$ cat src/rtl/tcpu_alu_seq.sv
// Registered ALU for the tiny CPU datapath: single-cycle logic/arith ops
// plus a WIDTH-cycle shift-add multiply sequenced by a two-state FSM.
module tcpu_alu_seq #(
  parameter int WIDTH = 8,
  parameter int SHW   = $clog2(WIDTH)
) (
  input  logic             clk,
  input  logic             rst,
  input  logic             start,
  input  logic [2:0]       op,
  input  logic [WIDTH-1:0] a,
  input  logic [WIDTH-1:0] b,
  output logic             busy,
  output logic             done,
  output logic [WIDTH-1:0] result,
  output logic             carry,
  output logic             zero
);

  localparam logic [0:0] ST_IDLE = 1'b0;
  localparam logic [0:0] ST_MUL  = 1'b1;

  localparam logic [2:0] OP_ADD   = 3'b000;
  localparam logic [2:0] OP_SUB   = 3'b001;
  localparam logic [2:0] OP_AND   = 3'b010;
  localparam logic [2:0] OP_OR    = 3'b011;
  localparam logic [2:0] OP_XOR   = 3'b100;
  localparam logic [2:0] OP_MUL   = 3'b101;
  localparam logic [2:0] OP_SHL   = 3'b110;
  localparam logic [2:0] OP_PASSA = 3'b111;

  localparam logic [SHW-1:0] LAST_ITER = SHW'(WIDTH - 1);

  logic [0:0]         state_q, state_d;
  logic [WIDTH-1:0]   mcand_q, mcand_d;
  logic [WIDTH-1:0]   mplier_q, mplier_d;
  logic [2*WIDTH-1:0] acc_q, acc_d;
  logic [SHW-1:0]     count_q, count_d;
  logic [WIDTH-1:0]   result_q, result_d;
  logic               carry_q, carry_d;
  logic               zero_q, zero_d;
  logic               done_q, done_d;

  logic [WIDTH:0]     sum;
  logic [WIDTH:0]     diff;
  logic [2*WIDTH-1:0] shl_ext;
  logic [2*WIDTH-1:0] partial;
  logic [2*WIDTH-1:0] acc_next;
  logic [WIDTH-1:0]   alu_res;
  logic               alu_carry;

  always_comb begin
    sum     = {1'b0, a} + {1'b0, b};
    diff    = {1'b0, a} - {1'b0, b};
    // The last bit shifted out of a lands at bit WIDTH of the widened shift.
    shl_ext = {{WIDTH{1'b0}}, a} << b[SHW-1:0];

    alu_res   = a;
    alu_carry = 1'b0;
    case (op)
      OP_ADD:   begin alu_res = sum[WIDTH-1:0];  alu_carry = sum[WIDTH];  end
      OP_SUB:   begin alu_res = diff[WIDTH-1:0]; alu_carry = diff[WIDTH]; end
      OP_AND:   alu_res = a & b;
      OP_OR:    alu_res = a | b;
      OP_XOR:   alu_res = a ^ b;
      OP_SHL:   begin
        alu_res   = shl_ext[WIDTH-1:0];
        alu_carry = (b[SHW-1:0] != '0) ? shl_ext[WIDTH] : 1'b0;
      end
      OP_PASSA: alu_res = a;
      default:  alu_res = a;
    endcase

    partial  = mplier_q[count_q] ? ({{WIDTH{1'b0}}, mcand_q} << count_q) : '0;
    acc_next = acc_q + partial;
  end

  always_comb begin
    state_d  = state_q;
    mcand_d  = mcand_q;
    mplier_d = mplier_q;
    acc_d    = acc_q;
    count_d  = count_q;
    result_d = result_q;
    carry_d  = carry_q;
    zero_d   = zero_q;
    done_d   = 1'b0;

    case (state_q)
      ST_IDLE: begin
        if (start) begin
          if (op == OP_MUL) begin
            mcand_d  = a;
            mplier_d = b;
            acc_d    = '0;
            count_d  = '0;
            state_d  = ST_MUL;
          end else begin
            result_d = alu_res;
            carry_d  = alu_carry;
            zero_d   = (alu_res == '0);
            done_d   = 1'b1;
          end
        end
      end
      ST_MUL: begin
        acc_d   = acc_next;
        count_d = count_q + SHW'(1);
        if (count_q == LAST_ITER) begin
          result_d = acc_next[WIDTH-1:0];
          carry_d  = |acc_next[2*WIDTH-1:WIDTH];
          zero_d   = (acc_next[WIDTH-1:0] == '0);
          done_d   = 1'b1;
          state_d  = ST_IDLE;
        end
      end
      default: state_d = ST_IDLE;
    endcase
  end

  always_ff @(posedge clk) begin
    if (rst) begin
      state_q  <= ST_IDLE;
      mcand_q  <= '0;
      mplier_q <= '0;
      acc_q    <= '0;
      count_q  <= '0;
      result_q <= '0;
      carry_q  <= 1'b0;
      zero_q   <= 1'b1;
      done_q   <= 1'b0;
    end else begin
      state_q  <= state_d;
      mcand_q  <= mcand_d;
      mplier_q <= mplier_d;
      acc_q    <= acc_d;
      count_q  <= count_d;
      result_q <= result_d;
      carry_q  <= carry_d;
      zero_q   <= zero_d;
      done_q   <= done_d;
    end
  end

  assign busy   = (state_q == ST_MUL);
  assign done   = done_q;
  assign result = result_q;
  assign carry  = carry_q;
  assign zero   = zero_q;

endmodule
$ cat config.mk
export PLATFORM = sky130hd
export DESIGN_NAME = tcpu_alu_seq
export DESIGN_NICKNAME = d
export VERILOG_FILES = /design/src/rtl/tcpu_alu_seq.sv
export SDC_FILE = /design/constraint.sdc
export NUM_CORES = 1
export LEC_CHECK = 0
export ABC_AREA = 1
export BUFFER_PORTS_ARGS = -buffer_cell sky130_fd_sc_hd__buf_4
export CAP_MARGIN = 20
export CORE_ASPECT_RATIO = 0.75
export CORE_MARGIN = 5
export CORE_UTILIZATION = 52
export CTS_CLUSTER_DIAMETER = 80
export CTS_CLUSTER_SIZE = 24
export DETAILED_ROUTE_END_ITERATION = 6
export HOLD_SLACK_MARGIN = 0.08
export PLACE_DENSITY = 0.7
export SLEW_MARGIN = 20
export SYNTH_ARGS = -nofsm -noshare
export SYNTH_HDL_FRONTEND = slang
export SYNTH_SLANG_ARGS = --single-unit
$ cat constraint.sdc
create_clock -name clk -period 3.6 [get_ports clk]
set_clock_uncertainty 0.15 [all_clocks]
set_input_delay 0.36 -clock clk [delete_from_list [all_inputs] [get_ports clk]]
set_output_delay 0.36 -clock clk [all_outputs]
set_load 0.02 [all_outputs]
# After elaboration in Yosys (flattened, before gate mapping)
# Index checks and enable logic that the tools add are counted.
[word_totals] in_bits=22 reg_bits=47 elab_cells=71
[classes] shift=2 add_sub_neg=4 order_cmp=1 bitwise_logic=4 n_mux=32 reduce_logical=8 n_eq_ne=11
[ops] operator="$mux 16" n=3
[ops] operator="$pmux 8 s6" n=1
[ops] operator="$pmux 16 s2" n=1
[ops] operator="$mux 8" n=3
[ops] operator="$add 16x16->16" n=1
[ops] operator="$logic_not 8->1" n=2
[ops] operator="$pmux 8 s2" n=1
[ops] operator="$shl 8x3->16" n=1
[ops] operator="$mux 1" n=14
[ops] operator="$eq 3x3->1 const B" n=4
[ops] operator="$add 8x8->9" n=1
[ops] operator="$shl 8x3->9" n=1
[ops] operator="$sub 8x8->9" n=1
[ops] operator="$and 8x8->8" n=1
[ops] operator="$or 8x8->8" n=1
[ops] operator="$pmux 1 s2" n=4
[ops] operator="$reduce_or 8->1" n=1
[ops] operator="$xor 8x8->8" n=1
[ops] operator="$eq 3x2->1 const B" n=2
[ops] operator="$mux 3" n=2
[ops] operator="$ne 2x2->1 const B" n=3
[ops] operator="$pmux 3 s2" n=1
[ops] operator="$reduce_and 3->1" n=2
[ops] operator="$lt 3x4->1 const B" n=1
[ops] operator="other kinds (9)" n=9

# Longest topological paths before layout
[depth] word_depth=7 mapped_depth=24

# Least setup slack after synthesis
# OpenSTA, ideal clock, no wires.
[synth_timing] kind="register to register" start="reg count_q[0]" end="reg zero_q, in the netlist zero" period_less_slack_ns=2.746 n_path_buf=1 t_arrival_ns=2.538 path_stages_with_launch=18 path_slack_ns=0.854 path_cell_list="dfxtp_1 buf_2 inv_1 nor2_1 o22ai_1 nand2_1 nor3_1 ha_1 fa_1 or2_1 nor3_1 nand2_1 nor2_1 nand3_1 nor2_1 o21bai_1 nand2_1 nand2_1"
[synth_between] elab_chain_cells=7 elab_cells_between_ends=11 classes_between="add/sub: 1; eq/ne: 2; shift: 1; mux: 5; reduce/logical: 2"
[synth_rtl] item="start, declared" line="38" rtl="logic [SHW-1:0] count_q, count_d;"
[synth_rtl] item="start signal, assigned" line="137" rtl="count_q <= count_d;"
[synth_rtl] item="$bmux 1 s3" line="74" rtl="partial = mplier_q[count_q] ? ({{WIDTH{1'b0}}, mcand_q} << count_q) : '0;"
[synth_rtl] item="$mux 1 (not written as such)" line="74"
[synth_rtl] item="$mux 16" line="74"
[synth_rtl] item="$add 16x16->16" line="75" rtl="acc_next = acc_q + partial;"
[synth_rtl] item="$logic_not 8->1" line="112" rtl="zero_d = (acc_next[WIDTH-1:0] == '0);"
[synth_rtl] item="$mux 1" line="109" rtl="if (count_q == LAST_ITER) begin"
[synth_rtl] item="$pmux 1 s2" line="89" rtl="case (state_q)"
[synth_rtl] item="end signal, assigned" line="140" rtl="zero_q <= zero_d;"
[synth_rtl] item="end, declared" line="41" rtl="logic zero_q, zero_d;"
# Several ways; a longest one is shown, not always the timed one. The select of a mux whose other input is x is not followed.
# A chain may end at the register's enable or synchronous reset.

# Worst setup path in the final report
# Same ends and word-level chain as after synthesis.

==> metrics.yaml <==
outcome: "completed"
cp_slowest_cell: "fa_1"
r2r-start: "count_q[0]"
finalHoldViolCount: 0
async_reset_ff_share_pct: 0
max_stage_delay_ns: 0.42
regToRegSetupSlack_ns: 0.27
min_from: "b[4]"
place_congestion: 0.999
syn_inst: 796
worstSetupPathType: "reg -> reg"
drc_errors: 0
std_cell_rows: 30
grt-ovfl-total: 0
die_area_um2: 11200
antenna_cells: 0
cts_tree: "yes"
finalSetupTns_ns: 0
hold_class: "in -> reg"
postCtsSetupBuffers: 0
final-seq-area_um2: 941
grt_max_degree: 35
grt_use_total_pct: 27.8
grt_first_pass_wirelength_um: 24500
fp.dieW_um: 120
setup_violations: 0
crit_path_cell_trace: "buf_4, o21ai_0, o22ai_1, nand2_1, nor3_2, ha_2, fa_1, or2_1, nor3_1, nand2_1, nor2_1, nand3_1, nor2_1, o21bai_1, nand2_1, nand2_1"
num_vias: 5234
wl_per_cell_um: 16.8
cp-start-kind: "register"
drive_gt1_share_pct: 9.09
dp.cells: 917
clock_latency_ns: 0.30
fin_total_pwr_mw: 1.41
path_common_cell: "nand2_1"
areaGrowthSynthToFinish_pct: 8.61
post_cts_resized: 0
cap_violations: 0
crit_required_ns: 3.70
fillers: 908
syn_avg_cell_area_um2: 5.97
drt-initial-drc-count: 575
fmax_mhz: 301
cts_buffers: 5
ys.flop_type: "dfxtp_1"
arrival_ns: 3.42
pin_count: 34
slew_violations: 0
htreeDepth: 2
hold_buffers: 0
synth-edff-count: 0
tightest_slew_ns: 0.698
leakage_nw: 2.64
ys_seq_area_share_pct: 19.8
die_h_um: 92.8
portBuffers: 33
max_slew_margin_pct: 53.4
endpoint_kind: "register"
synth_cell_types: 40
clk_pin_slew_ns: 0.07
drt-total-wl_um: 15500
multi_input_area_um2: 3270
synth.ff_latch_count: 47
vias_per_cell: 5.65
cts.path.max_buffers: 2
synth_area_um2: 4750
peakVddDrop_mv: 0.242
cts_root_buf: "clkbuf_16"
grt_pass1_vias: 4556
antenna_found_initial: 0
min_period_ns: 3.33
initial_utilization_pct: 53.0
syn_nets: 863
ant_nets: 0
fin_cells: 926
core_area_um2: 8970
synth_warnings: 0
final_nets: 880
timing.final.crit_share_pct: 92.4
placed_area_um2: 4990
cp_max_fo: 14
cts_sinks: 47
dp_hpwl_um: 12600
first_pass_iters: 5
design_area_um2: 5160
crit_start: "count_q[0]"
powerDensity_nw_per_um2: 274
==> path summary, 6_finish.rpt <==
check	endpoint	cells past startpoint
max	zero	16
min	mplier_q[4]	3
max reg2reg	zero	16
min reg2reg	acc_q[14]	2
==> layer usage <==
layer	wire length [um]	global-route usage, %
met1	7830	44.0
met4	157	4.34
met3	2030	11.2
met2	5510	34.4
met5	0	0
==> stage by stage <==
step | hold WS (ns) | setup slack [ns] | utilization [%]
3_3_place_gp | 0.309 | 0.231 | 55.6
5_1_grt | 0.234 | -0.0104 | 57.5
2_1_floorplan | 0.294 | 0.854 | -
3_5_place_dp | 0.316 | 0.217 | 55.6
6_report | 0.233 | 0.275 | 57.5
4_1_cts | 0.233 | 0.169 | 57.2
==> logic make-up after synthesis <==
logic type / Yosys count / synth area share (%)
AO/OA/AOI/OAI: 131 / 14.5
XOR/XNOR: 7 / 1.29
adder cells (fa/ha/maj): 45 / 12.3
buffers and inverters: 128 / 11.8
flip-flops: 47 / 19.8
multiplexers: 2 / 0.421
AND/OR/NAND/NOR: 436 / 39.8
==> state kept, by name, summed over array words and instances, names as in the netlist <==
name      count
acc_q        16
mcand_q       8
mplier_q      8
result        8
count_q       3
busy          1
carry         1
done          1
zero          1
==> cells in the mapped netlist (8+ instances only) <==
| library cell | count | area, um^2 |
|---|---|---|
| buf_2 | 8 | 40.0 |
| ha_1 | 42 | 526 |
| dfxtp_1 | 47 | 941 |
| nor3_1 | 9 | 45.0 |
| a31oi_1 | 9 | 56.3 |
| nand2_1 | 239 | 897 |
| nand4_1 | 13 | 81.3 |
| a21oi_1 | 56 | 280 |
| nand3_1 | 75 | 375 |
| nor2_1 | 79 | 297 |
| clkbuf_1 | 8 | 30.0 |
| o21ai_0 | 57 | 285 |
| inv_1 | 93 | 349 |
==> area by class of cell <==
class                      count  share of cell area (%)
tap                          112                    2.71
multi-input combinational    621                    63.4
clock inverter                 2                   0.242
timing repair buffer          37                    5.45
sequential                    47                    18.2
inverter                     101                    7.49
clock buffer                   6                    2.50
==> critical path: cells and delay by family, from the launching register on <==
family | cells | cell delay (ns)
and+or+nand+nor | 10 | 1.37
adders and majority gates | 2 | 0.69
AOI/OAI and AO/OA | 3 | 0.43
DFF | 1 | 0.41
buffers and inverters | 1 | 0.22
==> where the power goes <==
part	internal, mW	switching, mW
clock network	0.257	0.211
registers	0.539	0.0108
logic	0.125	0.269
==> placed cells by master, fill, tap and decap left out, types with 4 or more instances in the layout <==
master	instances
a21oi_1	55
a31oi_1	9
buf_4	36
clkbuf_16	5
dfxtp_1	47
ha_1	41
inv_1	93
inv_2	4
nand2_1	239
nand3_1	74
nand3_2	5
nand4_1	13
nor2_1	79
nor2_2	4
nor3_1	7
nor3_2	4
o21ai_0	57
xor2_1	4
(Power assumes the default switching activity.)
